<file path="src/rtl/ntt_scheduler.sv">
// In-place NTT sequencer: issues one butterfly per cycle (CT forward / GS inverse),
// drains the butterfly pipeline between stages and mirrors read addresses into write addresses.
module ntt_scheduler #(
  parameter int LOGN    = 8,
  parameter int BFU_LAT = 4,
  parameter int ADDR_W  = LOGN
) (
  input  logic              clk_i,
  input  logic              rst_i,
  input  logic              start_i,
  input  logic              mode_i,
  output logic              busy_o,
  output logic              done_o,
  output logic              rd_en_o,
  output logic [ADDR_W-1:0] rd_addr_a_o,
  output logic [ADDR_W-1:0] rd_addr_b_o,
  output logic [ADDR_W-1:0] tw_addr_o,
  output logic              ct_mode_o,
  output logic              wr_en_o,
  output logic [ADDR_W-1:0] wr_addr_a_o,
  output logic [ADDR_W-1:0] wr_addr_b_o
);

  localparam int DEPTH = 1 + BFU_LAT;
  localparam int SW    = (LOGN > 1) ? $clog2(LOGN) : 1;
  localparam int DW    = $clog2(DEPTH + 1);

  localparam logic [1:0] ST_IDLE  = 2'd0;
  localparam logic [1:0] ST_RUN   = 2'd1;
  localparam logic [1:0] ST_DRAIN = 2'd2;
  localparam logic [1:0] ST_DONE  = 2'd3;

  localparam logic [SW-1:0]   S_LAST = SW'(LOGN - 1);
  localparam logic [LOGN-2:0] B_LAST = (LOGN-1)'((1 << (LOGN - 1)) - 1);
  localparam logic [DW-1:0]   D_LAST = DW'(DEPTH - 1);

  logic [1:0]      state;
  logic            mode_q;
  logic [SW-1:0]   s_q;
  logic [LOGN-2:0] b_q;
  logic [DW-1:0]   d_q;

  always_ff @(posedge clk_i or posedge rst_i) begin
    if (rst_i) begin
      state  <= ST_IDLE;
      mode_q <= 1'b0;
      s_q    <= '0;
      b_q    <= '0;
      d_q    <= '0;
    end else begin
      case (state)
        ST_IDLE: begin
          if (start_i) begin
            mode_q <= mode_i;
            s_q    <= '0;
            b_q    <= '0;
            d_q    <= '0;
            state  <= ST_RUN;
          end
        end
        ST_RUN: begin
          if (b_q == B_LAST) begin
            d_q   <= '0;
            state <= ST_DRAIN;
          end else begin
            b_q <= b_q + (LOGN-1)'(1);
          end
        end
        ST_DRAIN: begin
          // wait until the last butterfly of this stage has been written back
          if (d_q == D_LAST) begin
            if (s_q == S_LAST) begin
              state <= ST_DONE;
            end else begin
              s_q   <= s_q + SW'(1);
              b_q   <= '0;
              state <= ST_RUN;
            end
          end else begin
            d_q <= d_q + DW'(1);
          end
        end
        default: state <= ST_IDLE;
      endcase
    end
  end

  // Stage p0: address generation from (stage, butterfly) counters
  logic              rd_en;
  logic [SW-1:0]     k;
  logic [ADDR_W-1:0] len, bx, g, o, a_addr, b_addr, tw;

  always_comb begin
    rd_en  = (state == ST_RUN);
    k      = mode_q ? s_q : (S_LAST - s_q);
    len    = ADDR_W'(1) << k;
    bx     = ADDR_W'(b_q);
    g      = bx >> k;
    o      = bx & (len - ADDR_W'(1));
    a_addr = ((g << k) << 1) | o;
    b_addr = a_addr | len;
    tw     = mode_q ? (({ADDR_W{1'b1}} >> s_q) - g) : ((ADDR_W'(1) << s_q) + g);
    if (!rd_en) begin
      a_addr = '0;
      b_addr = '0;
      tw     = '0;
    end
  end

  assign busy_o      = (state == ST_RUN) || (state == ST_DRAIN);
  assign done_o      = (state == ST_DONE);
  assign ct_mode_o   = (state != ST_IDLE) & ~mode_q;
  assign rd_en_o     = rd_en;
  assign rd_addr_a_o = a_addr;
  assign rd_addr_b_o = b_addr;
  assign tw_addr_o   = tw;

  // Stages p1..pDEPTH: write addresses follow the read through RAM and butterfly latency
  logic [DEPTH-1:0]  vld_p;
  logic [ADDR_W-1:0] wr_a_p [DEPTH];
  logic [ADDR_W-1:0] wr_b_p [DEPTH];

  always_ff @(posedge clk_i or posedge rst_i) begin
    if (rst_i) vld_p <= '0;
    else       vld_p <= {vld_p[DEPTH-2:0], rd_en};
  end

  always_ff @(posedge clk_i) begin
    wr_a_p[0] <= a_addr;
    wr_b_p[0] <= b_addr;
    for (int i = 1; i < DEPTH; i++) begin
      wr_a_p[i] <= wr_a_p[i-1];
      wr_b_p[i] <= wr_b_p[i-1];
    end
  end

  assign wr_en_o     = vld_p[DEPTH-1];
  assign wr_addr_a_o = vld_p[DEPTH-1] ? wr_a_p[DEPTH-1] : '0;
  assign wr_addr_b_o = vld_p[DEPTH-1] ? wr_b_p[DEPTH-1] : '0;

endmodule

</file>
<file path="config.mk">
export PLATFORM = sky130hd
export DESIGN_NAME = ntt_scheduler
export DESIGN_NICKNAME = d
export VERILOG_FILES = /design/src/rtl/ntt_scheduler.sv
export SDC_FILE = /design/constraint.sdc
export NUM_CORES = 1
export LEC_CHECK = 0
export ABC_AREA = 1
export BUFFER_PORTS_ARGS = -buffer_cell sky130_fd_sc_hd__buf_4
export CAP_MARGIN = 20
export CORE_UTILIZATION = 52
export CTS_CLUSTER_DIAMETER = 50
export CTS_CLUSTER_SIZE = 8
export DETAILED_ROUTE_END_ITERATION = 8
export PLACE_DENSITY_LB_ADDON = 0.3
export SLEW_MARGIN = 20
export SYNTH_ARGS = -nofsm -noshare
export SYNTH_HDL_FRONTEND = slang
export SYNTH_SLANG_ARGS = --single-unit
</file>
<file path="constraint.sdc">
create_clock -name clk_i -period 3.24 [get_ports clk_i]
set_clock_uncertainty 0.2 [all_clocks]
set_input_delay 0.648 -clock clk_i [delete_from_list [all_inputs] [get_ports clk_i]]
set_output_delay 0.648 -clock clk_i [all_outputs]
set_load 0.05 [all_outputs]
</file>
; ---- After elaboration in Yosys (flattened, before gate mapping)
; Memory sizes are Yosys's and may differ from the RTL's.
; Cells that the tools add are included.
; Widths: inputs -> output; s select.
[word_totals]
romBits = 0
inputBits = 4
wordCells = 71
mem_bits_rw = 80
ff_bits = 21
out_inout_bits = 45
latch_bits = 0
mem_count = 2
[classes]
eq_ne = 12
order_cmp = 0
div = 0
n_addsub = 7
shift = 5
reduce_logical = 10
bitwise_logic = 5
muxes = 24
multipliers = 0
[memory_table]
columns = name, depth, width, read_ports, rd_ports_with_merged_regs, write_ports, line_no
row1 = wr_a_p, 5, 8, 5, 0, 5, 120  ; logic [ADDR_W-1:0] wr_a_p [DEPTH];
row2 = wr_b_p, 5, 8, 5, 0, 5, 121  ; logic [ADDR_W-1:0] wr_b_p [DEPTH];
[ops]
columns = op, n
row1 = $mux 8, 6
row2 = $mux 7, 4
row3 = $pmux 7 s3, 1
row4 = $mux 3, 6
row5 = $or 8x8->8, 2
row6 = $shl 1x3->8 const A, 2
row7 = $ne 2x2->1 const B, 5
row8 = $pmux 3 s3, 1
row9 = $add 8x8->8, 1
row10 = $and 7x8->8, 1
row11 = $mux 2, 4
row12 = $reduce_and 4->1, 2
row13 = $shl 8x3->7, 1
row14 = $shr 7x3->8, 1
row15 = $shr 8x3->8 const A, 1
row16 = $sub 8x1->8 const B, 1
row17 = $sub 8x8->8, 1
row18 = $add 7x1->7 const B, 1
row19 = $eq 7x7->1 const B, 1
row20 = $add 3x1->3 const B, 2
row21 = $eq 3x3->1 const B, 2
row22 = $pmux 2 s3, 1
row23 = $pmux 3 s2, 1
row24 = $reduce_and 5->1, 1
row25 = other kinds (12), 14

; ---- Depth between registers and ports, before layout
[depth]
word_depth = 8
depth_mapped = 20
mapped_depth_nobuf = 19

; ---- Worst setup path after synthesis
; Ideal clock, no wire load.
[synth_path]
kind = reg-to-output
start = register s_q[0]
end = output tw_addr_o[4]
required_ns = 2.392
path_buffers = 1
arrival_ns = 2.848
slack_ns = -0.456
path_stages_with_launch = 20
cell_sequence = dfrtp_1 -> inv_2 -> nand2_4 -> nand2_4 -> buf_8 -> nor2_4 -> inv_2 -> nor2_1 -> a21oi_2 -> nand2_1 -> o21ai_2 -> ha_1 -> ha_1 -> inv_1 -> nand2_1 -> nand3_1 -> nand2_1 -> a21oi_1 -> o21ai_1 -> a21oi_1
[synth_between]
elab_chain_len = 6
word_cells_on_any_way = 9
classes_between = 3 x add/sub / 3 x shift / 3 x mux
[synth_lines]
columns = element, line_no
row1 = "start, declared", 39  ; logic [SW-1:0] s_q;
row2 = "start signal, assigned", 75  ; s_q <= s_q + SW'(1);
row3 = $sub 3x3->3, 95  ; k = mode_q ? s_q : (S_LAST - s_q);
row4 = $mux 3, 95
row5 = $shr 7x3->8, 98  ; g = bx >> k;
row6 = $add 8x8->8 or $sub 8x8->8 (tied branches), 102  ; tw = mode_q ? (({ADDR_W{1'b1}} >> s_q) - g) : ((ADDR_W'(1) << s_q) + g);
row7 = $mux 8 *, 102
row8 = $mux 8 *, 103  ; if (!rd_en) begin
row9 = "end, declared", 17  ; output logic [ADDR_W-1:0] tw_addr_o,
; Mark *: on every way between the ends. The rest lies on a longest branch, timed or not.

; ---- Final worst setup path
[layout_path]
start = register mode_q
end = output tw_addr_o[6]
[layout_between]
elab_chain_len = 5
word_cells_on_any_way = 6
classes_between = 2 x add/sub / 1 x shift / 3 x mux
[layout_lines]
columns = element, line_no
row1 = "start, declared", 38  ; logic mode_q;
row2 = "start signal, assigned", 54  ; mode_q <= mode_i;
row3 = $mux 3, 95
row4 = $shr 7x3->8, 98
row5 = $add 8x8->8 or $sub 8x8->8 (tied branches), 102
row6 = $mux 8 *, 102
row7 = $mux 8 *, 103
; Marked as above.

==> flow_summary.toml <==
[clock_network]
ctsLongestPathBuffers = 2
clock_latency_ps = 360
cts_inserted_buffers = 9
clkSinkCount = 101
cts_tree = "yes"
cts-root-buf = "clkbuf_8"
cts_htree_levels = 3
clkSlewWorstSetupHoldPaths_ps = 110
cts.hold.buffers_added = 0

[sta]
slew_viol_final = 0
final-setup-viol-count = 20
tightestPinTransition_ps = 848
worst_slack_ps = -578
period_needed_ps = 3820
hold_violations = 0
grt_setup_unrepaired = "true"
slew_headroom_pct = 43.4
fmax_ghz = 0.262
timing.final.crit_share_pct = 118

[synth]
post_synthesis_mux_area_share_pct = 0.229
share_of_the_synthesized_area_in_compound_gates_ao_oa_aoi_oai_pct = 9.29
yosys.area_share.xor_xnor_pct = 0.402
synthArstFlopShare_pct = 20.8
synthAdderAreaFrac_pct = 7.46
synth-simple-area-share_pct = 25.0
ys.warnings.count = 0
yosysUniqueCellTypes = 40
synth.cell_area_um2 = 4360
yosys-top-cells-area = "dfxtp_1 (37%), dfrtp_1 (12%), nand2_1 (9.7%), ha_1 (7.5%), inv_1 (6.9%)"
yosys_register_bits = 101
synthDominantCellAreaShare_pct = 36.7
synth_sequential_area_ratio_pct = 48.8
synth_enable_flop_cells = 0
dominantRegCellSynth = "dfxtp_1"
synthesis.instances = 525
synth_top_family_by_area = "simple AND/OR/NAND/NOR gates"
synth.net_count = 555
synth.avg_cell_area_um2 = 8.31
synth_top_area_cell = "dfxtp_1"

[worst_setup_path]
crit_arrival_ps = 2970
timing.critical_path.fanout_max = 6
cpPeakStageDelay_ps = 460
criticalPathCategory = "reg2out"
cp-start-kind = "flop"
worst_ep_required_time_ps = 2390
critical-path-slowest-cell = "dfrtp_2"
critical-path-top-cell-by-count = "nand2_2"
critical_path.endpoint_type = "output port"
worstPathCellList = "inv_4, nand2_1, nand2_4, nand3_1, nand2_2, inv_2, nand2_2, inv_4, ha_4, buf_4, nand2_2, nor2_1, a211oi_2, nand3_1, nand2_1, nor2_2, nor2_4, buf_6"

[detailed_routing]
wl_mm = 11.6
initialDrtViolationCount = 223
route.antenna.remaining_nets = 0
detail_route.first_pass.iterations = 5
via_cell_ratio = 5.19
vias = 4041
detail_route.wl_per_cell_um = 14.9
drc_errors = 0

[global_route]
grt_first_pass_wirelength_mm = 16.6
globalRoute.totalOverflow = 0
grt_use_total_pct = 24.7
grt_pass1_vias = 3708
antenna_found_initial = 0
largest_net_degree_at_the_start_of_global_routing = 22

[worst_hold_path]
worstHoldPathType = "reg2reg"

[cells_and_area]
final_layout_size_suffix_gt1_share_pct = 41.2
num-nets-final = 699
filler_cell_count = 533
postLayoutCellArea_um2 = 6360
layout-area-overhead-vs-synth_pct = 45.9
num_antenna_cells = 0

[floorplan]
initial_core_util_pct = 53.4
die_width_um = 93.6
ios = 49
die_height_um = 93.6
placement_rows = 33
coreArea_um2 = 8180
design.die.area_um2 = 8760

[power]
worst_ir_drop_vdd_mv = 0.600
total_power_divided_by_cell_area_nw_per_um2 = 1100
leakage_uw = 0.00322

[status]
violations = "setup timing"
status = "finished with violations"

[placement]
io_buffer_count = 48
place.gp.congestion = 0.934
place_area_um2 = 5430
hpwl_mm = 7.88
preCtsSetupSlack_ps = -244

[flow_run]
max-cap-violations = 0
-- layer usage --
| layer | vias up | part of all wire, % | global-route usage, % |
|---|---|---|---|
| met5 | - | 0 | 0 |
| met4 | 0 | 5.5 | 12.8 |
| met3 | 52 | 5.2 | 4.39 |
| met2 | 165 | 50 | 44.3 |
| met1 | 1855 | 40 | 27.9 |
| li1 | 1969 | - | - |
-- cells in the mapped netlist (2+ instances only) --
library cell and n:
nor2_4 3, o21ai_1 5, o21ai_2 5, dfrtp_1 21, o22ai_1 3, nand2_1 113
o211ai_1 3, buf_6 2, nor2_1 37, nor3_1 6, nand3b_1 2, nand3_1 36
inv_2 5, nand4_1 9, o21ai_0 24, a32o_1 2, clkbuf_1 8, a21oi_1 20
ha_1 26, inv_1 80, dfxtp_1 80, nand2_4 9, nand2_2 9
-- where the power goes --
group / leakage, uW / total (uW) / internal (uW) / switching [uW]
clock network: 0.0000989 / 744 / 298 / 446
logic: 0.00220 / 4520 / 1760 / 2750
registers: 0.000927 / 1740 / 1600 / 145
-- metrics by stage --
stage                     util [%]  TNS [ps]  total power, uW  std cells  hold WS (ps)
after global placement        66.4      -538             5220        738           110
after detailed placement      66.4      -835             5270        738           112
after global routing          77.9     -8630             7360        779           124
after CTS                     72.0     -5030             6390        764           126
after floorplan                  -      -304             4010        525           110
final                         77.9     -6270             7000        779           129
-- cell families after synthesis --
logic type | count (synthesis)
adder cells (fa/ha/maj) | 26
XOR/XNOR | 2
AO/OA/AOI/OAI | 69
buffers and inverters | 96
flip-flops | 101
AND/OR/NAND/NOR | 230
multiplexers | 1
-- worst max-delay path: cells and delay by family (launching register included) --
family | cells | cell delay, ps
AND/OR/NAND/NOR | 11 | 1080
buffers and inverters | 5 | 540
flip-flops | 1 | 460
AO/OA/AOI/OAI | 1 | 280
adder cells (fa/ha/maj) | 1 | 240
-- area by class of cell --
type	instances	area, um^2	share of cell area, %
Clock buffer	9	124	1.95
Clock inverter	7	67.6	1.06
Inverter	85	327	5.13
Multi-Input combinational cell	328	2360	37.1
Sequential cell	101	2130	33.5
Tap cell	105	131	2.06
Timing Repair Buffer	144	1220	19.2
-- what timing repair did --
item	4_1_cts	5_1_grt
setup endpoints to repair	20	21
gates resized for setup	54	86
buffers inserted	10	16
pin swaps	9	48
-- state kept, by name, indices dropped and copies added, names as in the netlist --
register	count
b_q	7
d_q	3
vld_p	5
wr_b_p	40
mode_q	1
s_q	3
state	2
wr_a_p	40
-- layout by cell type, fill, tap and decap left out, types with 10 or more instances in the layout --
cell type and count:
dfrtp_1 18, nand2_4 15, nor2_4 10, nor2_1 27
ha_1 17, inv_2 11, inv_1 71, buf_6 29
a21oi_1 11, dfxtp_1 80, nand2_1 93, buf_4 112
o21ai_2 10, nand3_1 27, nand2_2 16, o21ai_0 15
-- path summary, 6_finish.rpt --
path / from / endpoint / slack [ps] / cells past startpoint
max reg2reg: s_q[1] / b_q[5] / 440 / 11
min reg2reg: wr_b_p[0][13] / wr_b_p[0][21] / 130 / 0
min in group asynchronous: rst_i / b_q[4] / 250 / 2
max: mode_q / tw_addr_o[6] / -580 / 18
max in group asynchronous: rst_i / s_q[0] / 2020 / 2
min: wr_b_p[0][13] / wr_b_p[0][21] / 130 / 0
(Power assumes the default switching activity.)
